**src/rtl/mem_err_logger.sv**
```systemverilog
// Memory-test error logger: captures failing compares into a FIFO log,
// keeps a saturating error count and a sticky overflow flag, and reports
// the PASS/FAIL verdict when the test controller signals finish.
module mem_err_logger #(
    parameter int DEPTH = 8,
    parameter int AW    = 15,
    parameter int DW    = 16,
    parameter int PW    = 3,
    parameter int CW    = 16
) (
    input  logic          clk,
    input  logic          rst,
    input  logic          start,
    input  logic          finish,
    input  logic          err_valid,
    input  logic [AW-1:0] err_addr,
    input  logic [DW-1:0] err_exp,
    input  logic [DW-1:0] err_got,
    input  logic [PW-1:0] err_pass,
    input  logic          rd_en,
    output logic          rd_valid,
    output logic [AW-1:0] rd_addr,
    output logic [DW-1:0] rd_exp,
    output logic [DW-1:0] rd_got,
    output logic [PW-1:0] rd_pass,
    output logic [CW-1:0] err_count,
    output logic          overflow,
    output logic          log_empty,
    output logic          log_full,
    output logic [1:0]    status
);

    localparam int PTR_W = $clog2(DEPTH);
    localparam logic [PTR_W:0]  OCC_FULL  = (PTR_W+1)'(DEPTH);
    localparam logic [CW-1:0]   COUNT_MAX = {CW{1'b1}};

    typedef struct packed {
        logic [AW-1:0] addr;
        logic [DW-1:0] exp;
        logic [DW-1:0] got;
        logic [PW-1:0] pass;
    } rec_t;

    // Encodings equal the externally visible status code.
    typedef enum logic [1:0] {
        ST_IDLE = 2'b00,
        ST_RUN  = 2'b01,
        ST_PASS = 2'b10,
        ST_FAIL = 2'b11
    } state_t;

    state_t           state;
    rec_t             mem [DEPTH];
    rec_t             rd_rec;
    logic [PTR_W-1:0] wr_ptr;
    logic [PTR_W-1:0] rd_ptr;
    logic [PTR_W:0]   occ;

    logic             capture;
    logic             do_pop;
    logic             do_push;
    logic             drop;
    logic [CW-1:0]    count_next;
    logic [PTR_W:0]   occ_next;

    // Per-cycle decode of capture, pop/push and next counter values.
    always_comb begin
        // NOTE: every always_comb output gets a default first so no latch is inferred.
        capture    = 1'b0;
        do_pop     = 1'b0;
        do_push    = 1'b0;
        drop       = 1'b0;
        count_next = err_count;
        occ_next   = occ;

        // start clears everything, so nothing else happens in that cycle.
        if (!start) begin
            capture = (state == ST_RUN) && err_valid;
            do_pop  = rd_en && (occ != '0);
            // A simultaneous pop frees the slot for a write into a full log.
            do_push = capture && ((occ != OCC_FULL) || do_pop);
            drop    = capture && !do_push;
        end

        if (capture && (err_count != COUNT_MAX))
            count_next = err_count + CW'(1);

        if (do_push && !do_pop)
            occ_next = occ + (PTR_W+1)'(1);
        else if (do_pop && !do_push)
            occ_next = occ - (PTR_W+1)'(1);
    end

    // Log storage write port.
    always_ff @(posedge clk) begin
        // NOTE: the log array has no reset; validity is tracked by the pointers and occupancy.
        if (do_push)
            mem[wr_ptr] <= rec_t'{addr: err_addr, exp: err_exp, got: err_got, pass: err_pass};
    end

    // Control FSM, pointers, counters and registered read port.
    always_ff @(posedge clk) begin
        // NOTE: sequential state uses non-blocking assignments so all registers update together.
        if (!rst) begin
            state     <= ST_IDLE;
            wr_ptr    <= '0;
            rd_ptr    <= '0;
            occ       <= '0;
            log_empty <= 1'b1;
            log_full  <= 1'b0;
            err_count <= '0;
            overflow  <= 1'b0;
            rd_valid  <= 1'b0;
            rd_rec    <= '0;
        end else if (start) begin
            state     <= ST_RUN;
            wr_ptr    <= '0;
            rd_ptr    <= '0;
            occ       <= '0;
            log_empty <= 1'b1;
            log_full  <= 1'b0;
            err_count <= '0;
            overflow  <= 1'b0;
            rd_valid  <= 1'b0;
        end else begin
            rd_valid <= do_pop;
            if (do_pop) begin
                rd_rec <= mem[rd_ptr];
                rd_ptr <= rd_ptr + PTR_W'(1);
            end
            if (do_push)
                wr_ptr <= wr_ptr + PTR_W'(1);

            occ       <= occ_next;
            log_empty <= (occ_next == '0);
            log_full  <= (occ_next == OCC_FULL);
            err_count <= count_next;
            if (drop)
                overflow <= 1'b1;

            // The verdict includes an error captured in the finish cycle.
            case (state)
                ST_RUN:  if (finish) state <= (count_next == '0) ? ST_PASS : ST_FAIL;
                default: state <= state;
            endcase
        end
    end

    assign status  = state;
    assign rd_addr = rd_rec.addr;
    assign rd_exp  = rd_rec.exp;
    assign rd_got  = rd_rec.got;
    assign rd_pass = rd_rec.pass;

endmodule

```
**config.mk**
```make
export PLATFORM = sky130hd
export DESIGN_NAME = mem_err_logger
export DESIGN_NICKNAME = d
export VERILOG_FILES = /design/src/rtl/mem_err_logger.sv
export SDC_FILE = /design/constraint.sdc
export NUM_CORES = 1
export LEC_CHECK = 0
export ABC_CLOCK_PERIOD_IN_PS = 8029
export BUFFER_PORTS_ARGS = -buffer_cell sky130_fd_sc_hd__buf_2
export CELL_PAD_IN_SITES_DETAIL_PLACEMENT = 1
export CELL_PAD_IN_SITES_GLOBAL_PLACEMENT = 1
export CORE_UTILIZATION = 47
export CTS_CLUSTER_SIZE = 40
export DETAILED_ROUTE_END_ITERATION = 12
export GPL_TIMING_DRIVEN = 1
export PLACE_DENSITY_LB_ADDON = 0.25
export SYNTH_ARGS = -nofsm -noshare
export SYNTH_HDL_FRONTEND = slang
export SYNTH_SLANG_ARGS = --single-unit
```
**constraint.sdc**
```tcl
create_clock -name clk -period 8.03 [get_ports clk]
set_input_delay 2.409 -clock clk [delete_from_list [all_inputs] [get_ports clk]]
set_output_delay 2.409 -clock clk [all_outputs]
set_load 0.03 [all_outputs]
```
Word-level counts from Yosys, hierarchy flattened --
Memories as Yosys holds them, arrays and structs flattened. A register that Yosys moved wholly into a read port is not among the register bits. Cells that the tools add are included.
Word-level totals: bits in registers 32, bits in writable memories 400, input port bits 56, output and inout port bits 72, word-level logic and storage cells 56, memories kept 1
Cells by class: add/subtract/negate cells 5, equal/unequal tests 4, mux-type cells 13, bitwise operators 2, reductions and logical operators 21
Memories:
- mem | words 8, bits a word 50, rd ports 1, clocked after memory_dff 1, wr ports 1, RTL line 53 | rec_t mem [DEPTH];
Operator list (count):
- adder 16 x 1 -> 16 bit, second input constant | 1
- logical NOT 16 bit | 1
- 2-to-1 mux 16 bit | 1
- inequality test 16 bit, second input constant | 1
- 2-to-1 mux 1 bit | 10
- 2-to-1 mux 4 bit | 2
- logical AND 1 bit | 7
- adder 3 x 1 -> 3 bit, second input constant | 2
- AND reduction 2 bit | 3
- adder 4 x 1 -> 4 bit, second input constant | 1
- equality test 4 bit, second input constant | 1
- logical NOT 1 bit | 4
- logical NOT 4 bit | 1
- inequality test 4 bit, second input constant | 1
- nonzero test 2 bit | 2
- nonzero test 4 bit | 1
- subtractor 4 x 1 -> 4 bit, second input constant | 1
- equality test 2 x 1 -> 1 bit, second input constant | 1
- NOT 1 bit | 2
- OR reduction 2 bit | 1
- logical OR 1 bit | 1

Logic depth before layout (Yosys ltp) --
depth after elaboration 10, depth in mapped cells 10, depth with buffers taken out 8

Worst setup path before layout --
OpenSTA, ideal clock, no wires.
kind input to register, start point input start, end point memory mem[0][0] (netlist name), enable pin, library setup time 0.582 ns, arrival time 7.760 ns, required time 7.448 ns, path slack -0.311 ns, stages 5, buffers on the path 2, cell sequence and4bb_1 > buf_6 > nand2b_1 > buf_2 > nor4_1
Between the ends: longest elaborated chain between the ends 3
RTL lines:
- start, declared | RTL line 13 | input logic start,
- 2-to-1 mux 1 bit | RTL line 77 | if (!start) begin
- 2-to-1 mux 1 bit | RTL line 97 | if (do_push)
- 2-to-1 mux 1 bit (not written as such) | RTL line 98 | mem[wr_ptr] <= rec_t'{addr: err_addr, exp: err_exp, got: err_got, pass: err_pass};
- end, declared | RTL line 53
No other way between the ends.

Worst setup path after layout --
start point input start, end point memory mem[6][43] (netlist name), enable pin
Same word-level chain as after synthesis.

==> run metrics <==
status=complete, no violations; Worst Skew=roughly 0.015 ns; Detail Route Antenna Nets=0; fmax=209.7 MHz; xor/xnor share of the synthesized area=less than 1%; pins over their slew limit=0; tightest hold margin=0.4924 ns; critical path type=primary input to register; drt wl/cell=22.99 microns; pwr/cell area=243.1 nW/um^2; drt first pass iters=5; Reg2Reg Setup Slack=4.76 ns; top cells by count, synth=edfxtp_1, mux4_2, dfxtp_1; post-synthesis cell count=970; initial antenna violation count=3; Clk Latency, worst-skew pair=between 0.5 and 0.6 ns; top cells by area, synth=edfxtp_1, mux4_2, dfxtp_1; most common cell in the netlist=edfxtp_1; Clock Pin Slew Worst Setup and Hold Paths=0.06 ns; setup bufs post-CTS=0; Die Y=200.6 microns; CP max stage cell=nor2_4; Slew @ Worst Pin=1.115 ns; Post-Syn Area=around 19,000 sq um; TritonCTS clock tree=yes; design area=21,530 sq um; share of cells above drive strength 1=a little under a third; die width=200.6 microns; post-synthesis mux area share=15.19%; Max-cap violations=0; H-tree level count=2; PostCTS Resize Cnt=0; Critical Path Max Stage Delay=0.74 ns; Starting Density=47.83%; kind of start point of the critical path=primary input; nets=between 1,000 and 1,500; clock root cell=clkbuf_16; DRC Markers=0; Synth top area share=64.83%; EDFF count, synth=400; Final Hold Vio Count=0; Most used DFF post-synth=edfxtp_1; die area=between 40,000 and 50,000 sq um; Min Clock Period, post-route=4.769 ns; Area growth, synth to finish=16.21%; vias in the first global route=9,965; endpoints failing setup=0; Final period util=between 50% and 60%; Lkg Pwr=0.007540 uW; Peak VDD IR=182.5 uV; FF-to-FF End=mem[6][43]$_DFFE_PP_; Final HPWL DP=22,610 microns; WP data required=8.27 ns; critical-path cell list=buf_2 -> nand4bb_1 -> nor2_1 -> nand2_1 -> nor2_4 -> buf_4; CP endpoint=mem[6][43]$_DFFE_PP_; Clock Sinks=482; DRT iter0 DRCs=519; Async SR Flop Fraction=0%; Cell variety after synth=between 50 and 60; Synth Area in Compound Gates=4.396%; Hold Path Class=register to register; total number of vias=9,354; Critical Path Fanout Max=26; Critical Path End Type=register; largest family of logic cells by synthesized area=multiplexers; largest net degree at the start of global routing=61; hold path start=rd_exp[0]$_SDFFE_PN0P_; GRT Total Usage=19.49%; Site Rows=a little over 70; number of I/O pins=between 100 and 150; Synth Register Bits=482; Non-Filler Instances=1,671; routability-driven placement congestion ratio=around 0.8; syn_area_per_cell=19.10 sq um; placed insts=around 1,600; RSZ-0062 raised after global routing=false; # hold bufs at CTS=0; core box area=38,740 sq um; TNS Setup=0 ns; Port Buf Inserts=127; global route overflow=0; leading area contributor after synthesis=edfxtp_1; adder-cell share of the synthesized area=0.4052%; Final Power=~5200 uW; syn nets=1,032; Slew HR=25.64%; post-synthesis simple-gate area fraction=4.200%; vias per inst=5.598; Ys Warns=0; R2R depth=7; Total Routed Length=between 30,000 and 40,000 microns; cts bufs inserted=49; Data arrival, critical path=5.01 ns; first-pass GRT wire length=59,750 microns; Max clock buf depth=3; placed cell areas=19,780 sq um; CP Launch Point=start; register area share after synthesis=73.68%; FF-to-FF Start=occ[0]$_SDFF_PP0_
[flip-flops by register name, summed over array words and instances (netlist names), 2 cells and up]
signal	flops
rd_pass	3
err_count	16
occ	4
rd_ptr	3
mem	400
rd_got	16
rd_addr	15
status	2
wr_ptr	3
rd_exp	16
[area by class of cell]
class | count | area (sq um)
Antenna cell | 3 | 7.507
Clock buffer | 64 | 1394
Clock inverter | 28 | 354.1
Fill cell | 3471 | 17200
Inverter | 3 | 11.26
Multi-Input combinational cell | 427 | 4676
Sequential cell | 482 | 13660
Tap cell | 518 | 648.1
Timing Repair Buffer | 146 | 778.2
[logic make-up after synthesis]
family                   count (synthesis)
buffers and inverters                   61
flip-flops                             482
XOR/XNOR                                15
multiplexers                           156
AND/OR/NAND/NOR                        157
AO/OA/AOI/OAI                           93
adder cells (fa/ha/maj)                  6
[worst max-delay path: cells and delay by family]
| family | cells | cell delay, ns |
|---|---|---|
| and+or+nand+nor | 4 | 1.93 |
| buffers and inverters | 2 | 0.64 |
[how the worst min path moves through the flow]
stage                              endpoint  slack [ns]  depth (start not counted)
floorplan            wr_ptr[1]$_SDFFE_PP0P_        0.51                          2
global placement    rd_got[12]$_SDFFE_PN0P_        0.47                          1
detailed placement  rd_got[13]$_SDFFE_PN0P_        0.48                          1
CTS                 rd_got[13]$_SDFFE_PN0P_        0.50                          1
global route         rd_exp[0]$_SDFFE_PN0P_        0.51                          1
finish               rd_exp[0]$_SDFFE_PN0P_        0.49                          1
[through the flow]
step                util [%]  worst slack (ns)
floorplan                  -            0.9620
global placement       51.06             2.653
detailed placement     51.06             2.612
CTS                    55.57             3.214
global route           55.57             3.040
finish                 55.59             3.261
[where the power goes]
part	internal, uW	switching, uW
Clock	1460	955
Sequential	2710	5.43
Combinational	32.6	70.9
Total	4200	1030
[metal layers]
layer | global-route usage (%) | vias up | routed length [microns]
li1 | - | 4205 | -
met1 | 27.02 | 4911 | 17440
met2 | 31.80 | 186 | 18780
met3 | 3.620 | 50 | 1581
met4 | 5.425 | 2 | 604
met5 | 0 | - | 14
[cells in the final DEF, fill, tap and decap left out, types with 3 or more instances in the layout]
| cell type | instances |
|---|---|
| edfxtp_1 | 400 |
| buf_2 | 127 |
| mux4_2 | 100 |
| dfxtp_1 | 79 |
| nand2_1 | 63 |
| mux2i_1 | 55 |
| o211a_1 | 50 |
| clkbuf_16 | 50 |
| nor2_1 | 27 |
| buf_4 | 19 |
| a21oi_1 | 12 |
| clkinv_2 | 12 |
| xnor2_1 | 10 |
| o21ai_0 | 9 |
| clkbuf_8 | 9 |
| nand3_1 | 8 |
| nor3_1 | 8 |
| nand2b_1 | 7 |
| nand4_1 | 7 |
| bufinv_16 | 7 |
| and2_1 | 6 |
| ha_1 | 6 |
| xor2_1 | 5 |
| clkbuf_1 | 5 |
| nor3_2 | 4 |
| diode_2 | 3 |
| inv_1 | 3 |
| nor2_4 | 3 |
| and4_1 | 3 |
| or3_1 | 3 |
| a211oi_1 | 3 |
| clkinvlp_4 | 3 |
| dfxtp_4 | 3 |
No activity file was read; power rests on OpenSTA's default activity.
